==> src/rtl/mem_arbiter_if.sv <==
`default_nettype none
// ============================================================================
// Module  : mem_arbiter_if
// Brief   : Instruction/data request ports and the shared RAM port of the arbiter.
// Rev     : 1.0
// ============================================================================
interface mem_arbiter_if;
    // Instruction port
    logic        iREN;
    logic [31:0] iaddr;
    logic [31:0] iload;
    logic        iwait;
    // Data port
    logic        dREN;
    logic        dWEN;
    logic [31:0] daddr;
    logic [31:0] dstore;
    logic [31:0] dload;
    logic        dwait;
    // RAM port; ramstate: 0 FREE, 1 BUSY, 2 ACCESS, 3 ERROR
    logic        ramREN;
    logic        ramWEN;
    logic [31:0] ramaddr;
    logic [31:0] ramstore;
    logic [31:0] ramload;
    logic [1:0]  ramstate;

    // Arbiter view: answers the requesters and drives the RAM.
    modport slave (
        input  iREN, iaddr, dREN, dWEN, daddr, dstore, ramload, ramstate,
        output iload, iwait, dload, dwait, ramREN, ramWEN, ramaddr, ramstore
    );

    // Environment view: the requesters plus the RAM model.
    modport master (
        output iREN, iaddr, dREN, dWEN, daddr, dstore, ramload, ramstate,
        input  iload, iwait, dload, dwait, ramREN, ramWEN, ramaddr, ramstore
    );
endinterface
`default_nettype wire

==> src/rtl/mem_arbiter.sv <==
`default_nettype none
// ============================================================================
// Module  : mem_arbiter
// Brief   : Two-port (instruction/data) arbiter onto one RAM, data-priority;
//           optional starvation guard enabled by macro ARB_STARVE_GUARD_EN.
// Rev     : 1.0
// ============================================================================
module mem_arbiter #(
    parameter int STARVE_LIMIT = 4
) (
    input  wire logic     CLK,
    input  wire logic     nRST,
    mem_arbiter_if.slave  bus
);

    localparam logic [1:0] RAM_ACCESS = 2'd2;

    typedef enum logic [1:0] {
        IDLE  = 2'd0,
        DATA  = 2'd1,
        INSTR = 2'd2
    } state_t;

    state_t state_q;
    state_t state_d;
    logic   data_req;
    logic   ram_done;
    logic   instr_first;

    if (STARVE_LIMIT < 1) begin : g_limit_check
        $error("mem_arbiter: STARVE_LIMIT must be at least 1");
    end

    assign data_req = bus.dREN | bus.dWEN;
    assign ram_done = (bus.ramstate == RAM_ACCESS);

`ifdef ARB_STARVE_GUARD_EN
    localparam int               CNT_W   = $clog2(STARVE_LIMIT + 1);
    localparam logic [CNT_W-1:0] CNT_MAX = CNT_W'(STARVE_LIMIT);

    logic [CNT_W-1:0] starve_q;
    logic [CNT_W-1:0] starve_d;

    // Once the data port has won STARVE_LIMIT grants in a row, a waiting fetch goes first.
    assign instr_first = bus.iREN && (starve_q == CNT_MAX);

    always_comb begin
        starve_d = starve_q;
        if (!bus.iREN || (state_q == IDLE && state_d == INSTR)) begin
            starve_d = '0;
        end else if (state_q == IDLE && state_d == DATA && starve_q != CNT_MAX) begin
            starve_d = starve_q + 1'b1;
        end
    end
`else
    assign instr_first = 1'b0;
`endif

    always_comb begin
        state_d = state_q;
        case (state_q)
            IDLE: begin
                if (instr_first) begin
                    state_d = INSTR;
                end else if (data_req) begin
                    state_d = DATA;
                end else if (bus.iREN) begin
                    state_d = INSTR;
                end
            end
            // A withdrawn request ends the grant just like a completed one.
            DATA: begin
                if (!data_req || ram_done) begin
                    state_d = IDLE;
                end
            end
            INSTR: begin
                if (!bus.iREN || ram_done) begin
                    state_d = IDLE;
                end
            end
            default: state_d = IDLE;
        endcase
    end

    always_ff @(posedge CLK or negedge nRST) begin
        if (!nRST) begin
            state_q  <= IDLE;
`ifdef ARB_STARVE_GUARD_EN
            starve_q <= '0;
`endif
        end else begin
            state_q  <= state_d;
`ifdef ARB_STARVE_GUARD_EN
            starve_q <= starve_d;
`endif
        end
    end

    // RAM controls decode straight from the registered state so that reset clears
    // them without a clock and a dropped request removes its strobe in the same cycle.
    always_comb begin
        bus.ramREN   = 1'b0;
        bus.ramWEN   = 1'b0;
        bus.ramaddr  = '0;
        bus.ramstore = '0;
        case (state_q)
            DATA: begin
                bus.ramaddr  = bus.daddr;
                bus.ramstore = bus.dstore;
                bus.ramWEN   = bus.dWEN;
                bus.ramREN   = bus.dREN & ~bus.dWEN;
            end
            INSTR: begin
                bus.ramaddr  = bus.iaddr;
                bus.ramREN   = bus.iREN;
            end
            default: begin
            end
        endcase
    end

    assign bus.iload = bus.ramload;
    assign bus.dload = bus.ramload;
    assign bus.dwait = data_req & ~((state_q == DATA) & ram_done);
    assign bus.iwait = bus.iREN & ~((state_q == INSTR) & ram_done);

endmodule
`default_nettype wire

==> src/flat_wrapper.sv <==
// flat-port wrapper written by rule: the top's interface ports become plain ports
module mem_arbiter_flat 
#(
    parameter int STARVE_LIMIT = 4
)
  (CLK, nRST, bus_iREN, bus_iaddr, bus_dREN, bus_dWEN, bus_daddr, bus_dstore, bus_ramload, bus_ramstate, bus_iload, bus_iwait, bus_dload, bus_dwait, bus_ramREN, bus_ramWEN, bus_ramaddr, bus_ramstore);
  mem_arbiter_if bus_i ();
  input  wire logic CLK;
  input  wire logic nRST;
  input wire logic [$bits(bus_i.iREN)-1:0] bus_iREN;
  input wire logic [$bits(bus_i.iaddr)-1:0] bus_iaddr;
  input wire logic [$bits(bus_i.dREN)-1:0] bus_dREN;
  input wire logic [$bits(bus_i.dWEN)-1:0] bus_dWEN;
  input wire logic [$bits(bus_i.daddr)-1:0] bus_daddr;
  input wire logic [$bits(bus_i.dstore)-1:0] bus_dstore;
  input wire logic [$bits(bus_i.ramload)-1:0] bus_ramload;
  input wire logic [$bits(bus_i.ramstate)-1:0] bus_ramstate;
  output wire logic [$bits(bus_i.iload)-1:0] bus_iload;
  output wire logic [$bits(bus_i.iwait)-1:0] bus_iwait;
  output wire logic [$bits(bus_i.dload)-1:0] bus_dload;
  output wire logic [$bits(bus_i.dwait)-1:0] bus_dwait;
  output wire logic [$bits(bus_i.ramREN)-1:0] bus_ramREN;
  output wire logic [$bits(bus_i.ramWEN)-1:0] bus_ramWEN;
  output wire logic [$bits(bus_i.ramaddr)-1:0] bus_ramaddr;
  output wire logic [$bits(bus_i.ramstore)-1:0] bus_ramstore;
  assign bus_i.iREN = bus_iREN;
  assign bus_i.iaddr = bus_iaddr;
  assign bus_i.dREN = bus_dREN;
  assign bus_i.dWEN = bus_dWEN;
  assign bus_i.daddr = bus_daddr;
  assign bus_i.dstore = bus_dstore;
  assign bus_i.ramload = bus_ramload;
  assign bus_i.ramstate = bus_ramstate;
  assign bus_iload = bus_i.iload;
  assign bus_iwait = bus_i.iwait;
  assign bus_dload = bus_i.dload;
  assign bus_dwait = bus_i.dwait;
  assign bus_ramREN = bus_i.ramREN;
  assign bus_ramWEN = bus_i.ramWEN;
  assign bus_ramaddr = bus_i.ramaddr;
  assign bus_ramstore = bus_i.ramstore;
  mem_arbiter #(.STARVE_LIMIT(STARVE_LIMIT)) u_core (.CLK(CLK), .nRST(nRST), .bus(bus_i));
endmodule
==> config.mk <==
export PLATFORM = sky130hd
export DESIGN_NAME = mem_arbiter_flat
export DESIGN_NICKNAME = d
export VERILOG_FILES = /design/src/rtl/mem_arbiter_if.sv /design/src/rtl/mem_arbiter.sv /design/src/flat_wrapper.sv
export SDC_FILE = /design/constraint.sdc
export NUM_CORES = 1
export LEC_CHECK = 0
export ABC_AREA = 1
export BUFFER_PORTS_ARGS = -buffer_cell sky130_fd_sc_hd__buf_2
export CAP_MARGIN = 10
export CELL_PAD_IN_SITES_DETAIL_PLACEMENT = 2
export CELL_PAD_IN_SITES_GLOBAL_PLACEMENT = 2
export CORE_MARGIN = 5
export CORE_UTILIZATION = 10
export CTS_CLUSTER_DIAMETER = 150
export CTS_CLUSTER_SIZE = 14
export DETAILED_ROUTE_END_ITERATION = 8
export MAX_ROUTING_LAYER = met4
export PLACE_DENSITY = 0.86
export SLEW_MARGIN = 10
export SYNTH_ARGS = -nofsm -noshare
export SYNTH_HDL_FRONTEND = slang
export SYNTH_SLANG_ARGS = --single-unit
==> constraint.sdc <==
create_clock -name CLK -period 1.5 [get_ports CLK]
set_clock_uncertainty 0.2 [all_clocks]
set_input_delay 0.075 -clock CLK [delete_from_list [all_inputs] [get_ports CLK]]
set_output_delay 0.075 -clock CLK [all_outputs]
set_load 0.02 [all_outputs]
## Yosys cells after proc, flatten, opt, wreduce, memory -nomap -nowiden

Index checks and enable logic that the tools add are counted.

- Output and inout bits: 132
- Input bits: 135
- Flip-flop bits (word level): 2

- Bitwise logic cells: 9
- Multiplexer cells: 9
- Reductions and logical operators: 6
- Equal/unequal tests: 6

Operator list:

| cell | number |
|---|---|
| 32-bit one-hot mux with 2 select lines | 1 |
| 32-bit two-way mux | 1 |
| 2-bit two-way mux | 4 |
| 2-bit one-hot mux with 3 select lines | 1 |
| 1-bit AND | 5 |
| 2-bit == test, second input constant | 2 |
| 2-bit by 1-bit inequality test with 1-bit output, second input constant | 2 |
| 3-bit by 2-bit inequality test with 1-bit output, second input constant | 1 |
| 1-bit inverter | 3 |
| 3-bit AND reduction | 1 |
| 2-bit by 1-bit == test with 1-bit output, second input constant | 1 |
| 1-bit logical NOT | 2 |
| 2-bit logical NOT | 1 |
| 1-bit logical OR | 2 |
| 1-bit one-hot mux with 2 select lines | 1 |
| 1-bit two-way mux | 1 |
| 1-bit OR | 1 |

## Depth between registers and ports, before layout

Gate-level depths: netlist of run 1.

- Word-level depth: 5
- Mapped depth: 8
- Depth with buffers taken out: 8

## Least setup slack after synthesis of run 1

No wires, ideal clock.

- Path kind: register to output
- Start point: register u_core.state_q[1]
- End point: output bus_ramaddr[10]
- Required time: 1.225 ns
- Stages on the path, launching flop included: 7
- Arrival: 1.351 ns
- Setup slack: -0.126 ns
- Cell sequence: dfrtp_1 > inv_1 > ha_1 > buf_4 > buf_4 > nand2_1 > a21oi_1

- Word-level cells in the longest chain between the ends: 2
- Elaborated cells between the ends (all ways): 3
- Classes of those cells: eq/ne (2); mux (1)

RTL lines:

| item | RTL line | source |
|---|---|---|
| from (decl) | mem_arbiter.sv:24 | `state_t state_q;` |
| from (signal assigned) | mem_arbiter.sv:93 | `state_q <= state_d;` |
| 2-bit == test or 2-bit by 1-bit == test with 1-bit output (tied branches) | mem_arbiter.sv:107 | `case (state_q)` |
| 32-bit one-hot mux with 2 select lines * | mem_arbiter.sv:107 |  |
| to (decl) | flat_wrapper.sv:24 | `output wire logic [$bits(bus_i.ramaddr)-1:0] bus_ramaddr;` |

Every way passes the cells marked *; elsewhere a longest branch is shown, timed or not.

## Worst setup path after layout of run 1

- Start point: register u_core.state_q[1]
- End point: output bus_ramaddr[31]

The elaborated chain is that of the path after synthesis.

==> results of run 1 <==
power breakdown:
part / internal, mW / switching, mW / total (mW)
combinational: 2.50 / 2.82 / 5.31
clock: 0.339 / 0.0640 / 0.403
sequential: 0.0726 / 0.0151 / 0.0877
repair_timing:
item,4_1_cts,5_1_grt
resized for setup,137,73
setup buffers,4,4
gates cloned,3,2
pin swaps,4,10
endpoints found under the hold margin,67,0
endpoints found under the setup margin,70,70
hold buffers,35,0
path summary, 6_finish.rpt:
kind                                           to  cells past startpoint              start  slack (ns)
worst max-delay path              bus_ramaddr[31]                      6  u_core.state_q[1]       -0.34
worst min-delay path            u_core.state_q[1]                      6           bus_dREN         0.1
worst max register to register  u_core.state_q[0]                      8  u_core.state_q[0]       -0.09
worst min register to register  u_core.state_q[1]                      4  u_core.state_q[1]        0.53
max in group asynchronous       u_core.state_q[0]                      3               nRST        0.46
min in group asynchronous       u_core.state_q[1]                      3               nRST        0.52
kinds of logic (layout without fill, tap and decap cells):
kind of cell,Yosys count,count (layout),synth area share
AOI/OAI and AO/OA,33,33,0.1146
buffers and inverters,119,280,0.4913
DFF,2,2,0.03472
and+or+nand+nor,118,118,0.3160
adders and majority gates,5,5,0.04340
Yosys cell counts:
cell,instances
nand2_1,107
buf_4,66
inv_1,42
a21oi_1,33
buf_2,11
nand3_1,6
ha_1,5
nor2_1,3
dfrtp_1,2
nand4_1,2
layout by cell type (no fill, tap or decap), drive strengths merged:
cell	instances
a21oi	33
buf	198
clkbuf	5
clkinv	1
dfrtp	2
dlygate4sd3	35
ha	5
inv	41
nand2	107
nand3	6
nand4	2
nor2	3
per-layer routing:
metal | GRT usage | up-vias | wire, µm
li1 | - | 1082 | -
met3 | 0.01596 | 7 | 723
met2 | 0.2070 | 134 | 5993
met4 | 0.01406 | 0 | 59
met1 | 0.1011 | 1083 | 3304
met5 | - | - | 0
critical path, delay by kind of cell (launching register included):
kind,cells,cell delay (ns)
fa+ha+maj,1,0.24
flops,1,0.39
simple gates,1,0.09
compound gates,1,0.19
buf+inv,3,0.42
stage by stage:
step / util / power [mW] / setup TNS [ns]
final: 0.2524 / 5.803 / -17.53
after global routing: 0.2524 / 6.183 / -22.46
after CTS: 0.2281 / 5.105 / -17.57
after detailed placement: 0.1602 / 3.225 / -9.058
after global placement: 0.1602 / 3.139 / -5.736
after floorplan: - / 2.115 / -1.178
final cells by class:
class | count | area, µm² | share of cell area
Timing Repair Buffer | 235 | 2028 | 0.5744
Multi-Input combinational cell | 156 | 982.2 | 0.2782
Tap cell | 180 | 225.2 | 0.06378
Inverter | 42 | 170.2 | 0.04819
Clock buffer | 3 | 75.07 | 0.02126
Sequential cell | 2 | 50.05 | 0.01417
==> results by group, run 1 <==
Placement
  • Post-DP HPWL: 6.383 mm
  • Port bufs: 170
  • Cells after DPL: 569
  • Placed cell area: 0.002241 mm²
  • GP Congestion: 0.7130
  • Pre-CTS setup slack: -0.2113 ns

Cells and area
  • Final instance area: 0.003531 mm²
  • Share of cells above drive strength 1: 0.6279
  • Layout area overhead: 145.0%
  • Post-Layout Cell Count: 618
  • Max reg flops: 2
  • Biggest regs: u_core.state_q: 2 flops
  • # nets final: 580
  • Biggest register: u_core.state_q
  • Ant. Diodes: 0
  • Fill cell count: 1644

Yosys
  • Synth Area per Inst: 5.204 µm²
  • Synth area leaders: buf_4 34%, nand2_1 28%, a21oi_1 11%
  • Seq/Total Area, Yosys: 0.03472
  • Synth warn: 0
  • Mapped cell area: 0.001441 mm²
  • Largest area contributor in the netlist: buf_4
  • Area share of the largest cell type after synthesis: 0.3438
  • Distinct cells, synth: 10
  • Gate Count Post-Synth: 277
  • Seq cells post-synth: 2
  • Syn Nets: 417

Setup path
  • CP startpoint kind: register
  • CP Capture Type: primary output
  • Arrival @ worst endpoint: 1.57 ns
  • Worst EP required: 1.22 ns
  • Worst Path Class, Setup: register to primary output
  • Critical Path Fanout Max: 14
  • Crit path cell chain: inv_2 > ha_4 > buf_16 > nand2_1 > a21oi_2 > buf_6
  • Highest-delay cell along the critical path: dfrtp_1
  • Max incr delay on CP: 0.39 ns

Clocking
  • Inserted Clock Buffers: 3
  • Clock transition at path regs: 0.03 ns
  • CTS Buffer Depth: 2
  • Clock latency on the worst-skew pair: 0.22 ns
  • CTS root buffer: clkbuf_16
  • H-tree level count: 1
  • Clk sink count: 2
  • CTS tree: built

Run status
  • Failing checks: negative setup slack
  • Status: finished with violations

Timing
  • Tcrit/Tclk final: 1.229
  • Max Fclk: 0.5424 GHz
  • Fin. max-slew vios: 0
  • Post-layout min period: 1.844 ns
  • RSZ-0062 raised after global routing: yes
  • PnR worst setup slack: -0.3438 ns
  • Final setup vio count: 70
  • Worst Tran Pin Value: 0.4460 ns
  • Slew HR: 0.7017
  • Smallest hold slack: 0.09951 ns
  • Fin. Hold Viols: 0

Power and ir drop
  • PwrDens: 1644 mW/mm²
  • VDD IR-drop max: 0.0005891 V
  • Leak: 1.806 nW

Hold path
  • HP Class: input pin to register

Global route
  • Initial antenna violation count: 0
  • Vias in the first global route: 2509
  • Largest net degree at the start of global routing: 20
  • Remaining global-route overflow: 0
  • First-pass GRT wire length: 12.95 mm
  • Global-route usage over all layers: 0.1012

Die
  • Area of the core: 0.01399 mm²
  • Row cnt: 43
  • Die area: 0.01691 mm²
  • Initial Util: 0.1030
  • Die Wd: 130.1 µm
  • Die height: 130.1 µm
  • I/O pins: 267

Routing
  • Via count: 2306
  • Final WL: 10.08 mm
  • DRC viols: 0
  • Count of TritonRoute iterations in the first routing pass: 4
  • Final antenna-violating net count: 0
  • Vias per std cell: 3.731
  • Starting DRT DRC Count: 26
  • WL per Instance: 16.31 µm

Flow run
  • # Max-Cap Violations: 0
Note: power is estimated with default switching activity, not from simulation.
==> inputs of run 2 (changes only) <==
- CTS_BUF_LIST: not set -> sky130_fd_sc_hd__clkbuf_2 sky130_fd_sc_hd__clkbuf_4 sky130_fd_sc_hd__clkbuf_8
- PLACE_DENSITY: 0.86 -> 0.92
==> results by group, run 2 (synthesized netlist as in run 1, its figures left out) <==
Run status
  • Status: finished with violations
  • Failing checks: negative setup slack

Timing
  • Slew HR: 0.6902
  • RSZ-0062 raised after global routing: yes
  • Max Fclk: 0.5639 GHz
  • Tcrit/Tclk final: 1.182
  • Fin. max-slew vios: 0
  • PnR worst setup slack: -0.2735 ns
  • Smallest hold slack: 0.02764 ns
  • Final TNS setup: -15.19 ns
  • Post-layout min period: 1.774 ns
  • Fin. Hold Viols: 0
  • Final setup vio count: 70
  • Worst Tran Pin Value: 0.4632 ns

Die
  • Die height: 130.1 µm
  • Initial Util: 0.1030
  • Row cnt: 43
  • Die Wd: 130.1 µm
  • Die area: 0.01691 mm²
  • I/O pins: 267
  • Area of the core: 0.01399 mm²

Routing
  • DRC viols: 0
  • Starting DRT DRC Count: 25
  • Vias per std cell: 3.832
  • Final antenna-violating net count: 0
  • Final WL: 10.59 mm
  • Via count: 2349
  • Count of TritonRoute iterations in the first routing pass: 4
  • WL per Instance: 17.27 µm

Clocking
  • Inserted Clock Buffers: 3
  • CTS root buffer: clkbuf_8
  • CTS tree: built
  • CTS Buffer Depth: 2
  • H-tree level count: 1
  • Clock transition at path regs: 0.03 ns
  • Clock latency on the worst-skew pair: 0.21 ns
  • Clk sink count: 2

Cells and area
  • Post-Layout Cell Count: 613
  • Final core utilization: 0.2453
  • # nets final: 575
  • Commonest non-fill, non-tap cell in the layout: buf_2
  • Biggest regs: u_core.state_q: 2 flops
  • Biggest register: u_core.state_q
  • Ant. Diodes: 0
  • Most frequent cells in the layout: 102 x buf_2, 75 x nand2_1, 53 x buf_6, 34 x dlygate4sd3_1, 33 x buf_4
  • Share of cells above drive strength 1: 0.6721
  • Final instance area: 0.003431 mm²
  • Max reg flops: 2
  • Fill cell count: 1664
  • Layout area overhead: 138.0%

Global route
  • Largest net degree at the start of global routing: 18
  • Remaining global-route overflow: 0
  • Initial antenna violation count: 0
  • Global-route usage over all layers: 0.1096
  • First-pass GRT wire length: 13.83 mm
  • Vias in the first global route: 2679

Setup path
  • CP startpoint kind: register
  • CP Capture Type: primary output
  • Max incr delay on CP: 0.40 ns
  • Worst Path Class, Setup: register to primary output
  • Worst EP required: 1.22 ns
  • Highest-delay cell along the critical path: dfrtp_1
  • Crit path cell chain: inv_2 > ha_4 > buf_16 > nand2_1 > a21oi_2 > buf_4
  • Critical Path Fanout Max: 16
  • Arrival @ worst endpoint: 1.50 ns

Flow run
  • # Max-Cap Violations: 0

Placement
  • Cells after DPL: 564
  • Pre-CTS setup slack: -0.2629 ns
  • Post-DP HPWL: 6.859 mm
  • Placed cell area: 0.002203 mm²
  • Port bufs: 170
  • GP Congestion: 0.7613

Power and ir drop
  • Leak: 1.830 nW
  • PwrDens: 1475 mW/mm²
  • VDD IR-drop max: 0.0003980 V
  • Tot Pwr: 5.060 mW

Hold path
  • HP Class: input pin to register
## run 2: metal layers
layer / routed length (µm) / GRT usage / up-vias
met2: 6294 / 0.2375 / 147
met1: 3288 / 0.09818 / 1114
met5: 0 / - / -
li1: - / - / 1072
met4: 176 / 0.01711 / 0
met3: 830 / 0.01719 / 16
## run 2: layout make-up
cell class                 instances  area (µm²)  share of cell area
timing repair buffer             230        1876              0.5467
sequential                         2       50.05             0.01459
multi-input combinational        156        1076              0.3136
inverter                          42       162.7             0.04741
clock buffer                       3       41.29             0.01204
tap                              180       225.2             0.06565
## run 2: worst paths after layout
path,from,slack (ns),endpoint,cells past startpoint
max,u_core.state_q[0],-0.27,bus_ramaddr[6],6
min,bus_iREN,0.03,u_core.state_q[1],3
max reg2reg,u_core.state_q[1],-0.18,u_core.state_q[0],8
min reg2reg,u_core.state_q[1],0.56,u_core.state_q[1],4
max in group asynchronous,nRST,0.44,u_core.state_q[0],3
min in group asynchronous,nRST,0.53,u_core.state_q[1],3
## run 2: timing repair
| item | CTS | global route |
|---|---|---|
| resized for setup | 109 | 109 |
| buffers inserted | 5 | 4 |
| endpoints found under the setup margin | 70 | 70 |
| endpoints found under the hold margin | 66 | 0 |
| pin swaps | 5 | 7 |
| hold buffers | 34 | 0 |
| gates cloned | 3 | 1 |
## run 2: worst max-delay path, delay by kind of cell, from the launching register on
kind / cells / cell delay [ns]
buf+inv: 3 / 0.44
flops: 1 / 0.40
fa+ha+maj: 1 / 0.21
compound gates: 1 / 0.15
simple gates: 1 / 0.08
## run 2: power by group
part / total [mW] / internal (mW) / switching [mW] / leakage (nW)
combinational: 4.76 / 2.11 / 2.64 / 1.78
clock: 0.212 / 0.170 / 0.0422 / 0.0216
sequential: 0.0924 / 0.0726 / 0.0199 / 0.0258
total: 5.06 / 2.35 / 2.71 / 1.83
==> inputs of run 3 (changes only) <==
- clock period: 1.5 -> 1.7 ns (I/O delays scaled with it)
==> results by group, run 3 (synthesized netlist as in run 1, its figures left out) <==
Run status
  • Status: finished with violations
  • Failing checks: negative setup slack

Power and ir drop
  • Reg power frac: 0.017
  • PwrDens: 1318 mW/mm²
  • Clock share of power: 0.041
  • Leak: 1.815 nW
  • VDD IR-drop max: 0.0003475 V
  • Switching Share: 0.5303
  • Switching power: 2.362 mW
  • Int Pwr: 2.092 mW
  • Logic pwr share: 0.941
  • Tot Pwr: 4.454 mW

Timing
  • Final TNS setup: -2.775 ns
  • Post-layout min period: 1.784 ns
  • Slew HR: 0.6848
  • Fin. Hold Viols: 0
  • Fin. max-slew vios: 0
  • Tcrit/Tclk final: 1.049
  • RSZ-0062 raised after global routing: yes
  • Final setup vio count: 54
  • Max Fclk: 0.5607 GHz
  • PnR worst setup slack: -0.08360 ns
  • Worst Tran Pin Value: 0.4713 ns

Routing
  • Count of TritonRoute iterations in the first routing pass: 4
  • Via count: 2259
  • Starting DRT DRC Count: 25
  • Final WL: 9.994 mm
  • DRC viols: 0
  • Vias per std cell: 3.709
  • WL per Instance: 16.41 µm
  • Final antenna-violating net count: 0

Cells and area
  • Fill cell count: 1634
  • Layout area overhead: 134.4%
  • Biggest register: u_core.state_q
  • Post-Layout Cell Count: 609
  • # nets final: 570
  • Commonest non-fill, non-tap cell in the layout: buf_2
  • Most frequent cells in the layout: 105 x buf_2, 73 x nand2_1, 48 x buf_6, 33 x dlygate4sd3_1, 28 x inv_2
  • Max reg flops: 2
  • Biggest regs: u_core.state_q: 2 flops
  • Share of cells above drive strength 1: 0.6706

Setup path
  • Worst Path Class, Setup: register to primary output
  • R2r worst-path depth: 7
  • CP startpoint kind: register
  • Most frequent CP cell: buf_6
  • Critical Path Fanout Max: 11
  • FF-to-FF End: u_core.state_q[1]
  • CP Capture Type: primary output
  • Worst EP required: 1.41 ns
  • Crit path capture: bus_ramaddr[17]
  • Max incr delay on CP: 0.37 ns
  • R2R Path Start: u_core.state_q[0]
  • Arrival @ worst endpoint: 1.50 ns
  • Crit path from: u_core.state_q[0]
  • Reg2reg setup slack: 0.10 ns
  • Crit path cell chain: buf_6 > ha_4 > buf_12 > nand2_2 > a21oi_2 > buf_6
  • Highest-delay cell along the critical path: dfrtp_1

Die
  • I/O pins: 267
  • Area of the core: 0.01399 mm²
  • Die Wd: 130.1 µm
  • Initial Util: 0.1030
  • Die height: 130.1 µm
  • Row cnt: 43
  • Die area: 0.01691 mm²

Placement
  • Post-DP HPWL: 6.277 mm
  • Cells after DPL: 559
  • GP Congestion: 0.7692
  • Port bufs: 170

Global route
  • Largest net degree at the start of global routing: 33
  • First-pass GRT wire length: 11.96 mm
  • Global-route usage over all layers: 0.09356
  • Remaining global-route overflow: 0
  • Vias in the first global route: 2308
  • Initial antenna violation count: 1

Clocking
  • CTS tree: built
  • CTS root buffer: clkbuf_8
  • Clk sink count: 2
  • Clock transition at path regs: 0.03 ns
  • H-tree level count: 1
  • Inserted Clock Buffers: 3
  • Clock latency on the worst-skew pair: 0.21 ns
  • CTS Buffer Depth: 2

Flow run
  • # Max-Cap Violations: 0

Hold path
  • HP Class: input pin to register
-- run 3: changes by cell type in the layout (fill, tap and decap cells not counted), sizes merged --
cell,delta
diode,+1
dlygate4sd3,-1
buf,-7
clkbuf,+3
-- run 3: power groups by stage --
stage / Clock, mW / Combinational, mW / Sequential (mW)
2_1_floorplan: 0 / 1.66 / 0.0779
3_3_place_gp: 0 / 2.41 / 0.0784
3_5_place_dp: 0 / 2.44 / 0.0802
4_1_cts: 0.192 / 2.99 / 0.0744
5_1_grt: 0.198 / 4.47 / 0.0806
6_report: 0.183 / 4.19 / 0.0778
-- run 3: how the worst min path moves through the flow --
stage | start | end | slack [ns] | depth (start not counted)
2_1_floorplan | nRST | u_core.state_q[0] | -0.41 | 0
3_3_place_gp | nRST | u_core.state_q[1] | -0.33 | 1
3_5_place_dp | nRST | u_core.state_q[1] | -0.32 | 1
4_1_cts | nRST | u_core.state_q[1] | 0.009 | 2
5_1_grt | nRST | u_core.state_q[0] | 0.03 | 2
6_report | bus_iREN | u_core.state_q[1] | 0.007 | 3
-- run 3: metal layers --
layer  vias up  wire length, µm  global-route usage
li1       1064                -                   -
met1      1068             3363             0.09004
met2       125             5820              0.1889
met3         2              791             0.02129
met4         0               19             0.01711
met5         -                0                   -
-- run 3: layout make-up --
class                   instances  area [µm²]  share of cell area
flip-flops and latches          2       50.05             0.01481
multi-input cells             156        1022              0.3026
repair buffers                225        1879              0.5563
inverters                      42       157.7             0.04667
diodes                          1       2.502           0.0007407
well taps                     180       225.2             0.06667
clock buffers                   3       41.29             0.01222
-- run 3: what timing repair did --
action	4_1_cts	5_1_grt
cloned	1	5
hold endpoints to repair	66	0
resized for setup	55	183
endpoints found under the setup margin	65	65
buffers inserted	1	6
pin swaps	2	4
hold buffers	33	0
-- run 3: worst max-delay path: cells and delay by family (launching register included) --
| family | cells | cell delay [ns] |
|---|---|---|
| AOI/OAI and AO/OA | 1 | 0.18 |
| adders and majority gates | 1 | 0.23 |
| buffers and inverters | 3 | 0.44 |
| DFF | 1 | 0.37 |
| and+or+nand+nor | 1 | 0.07 |
-- run 3: stage by stage --
| step | setup WS (ns) | area [µm²] | hold WS [ns] | utilization |
|---|---|---|---|---|
| CTS | -0.08555 | 2659 | 0.009393 | 0.1901 |
| floorplan | 0.06438 | 1441 | -0.4106 | - |
| detailed placement | -0.01412 | 2087 | -0.3212 | 0.1492 |
| global placement | 0.03829 | 2087 | -0.3256 | 0.1492 |
| global route | -0.1666 | 3378 | 0.02719 | 0.2415 |
| finish | -0.08360 | 3378 | 0.006541 | 0.2415 |
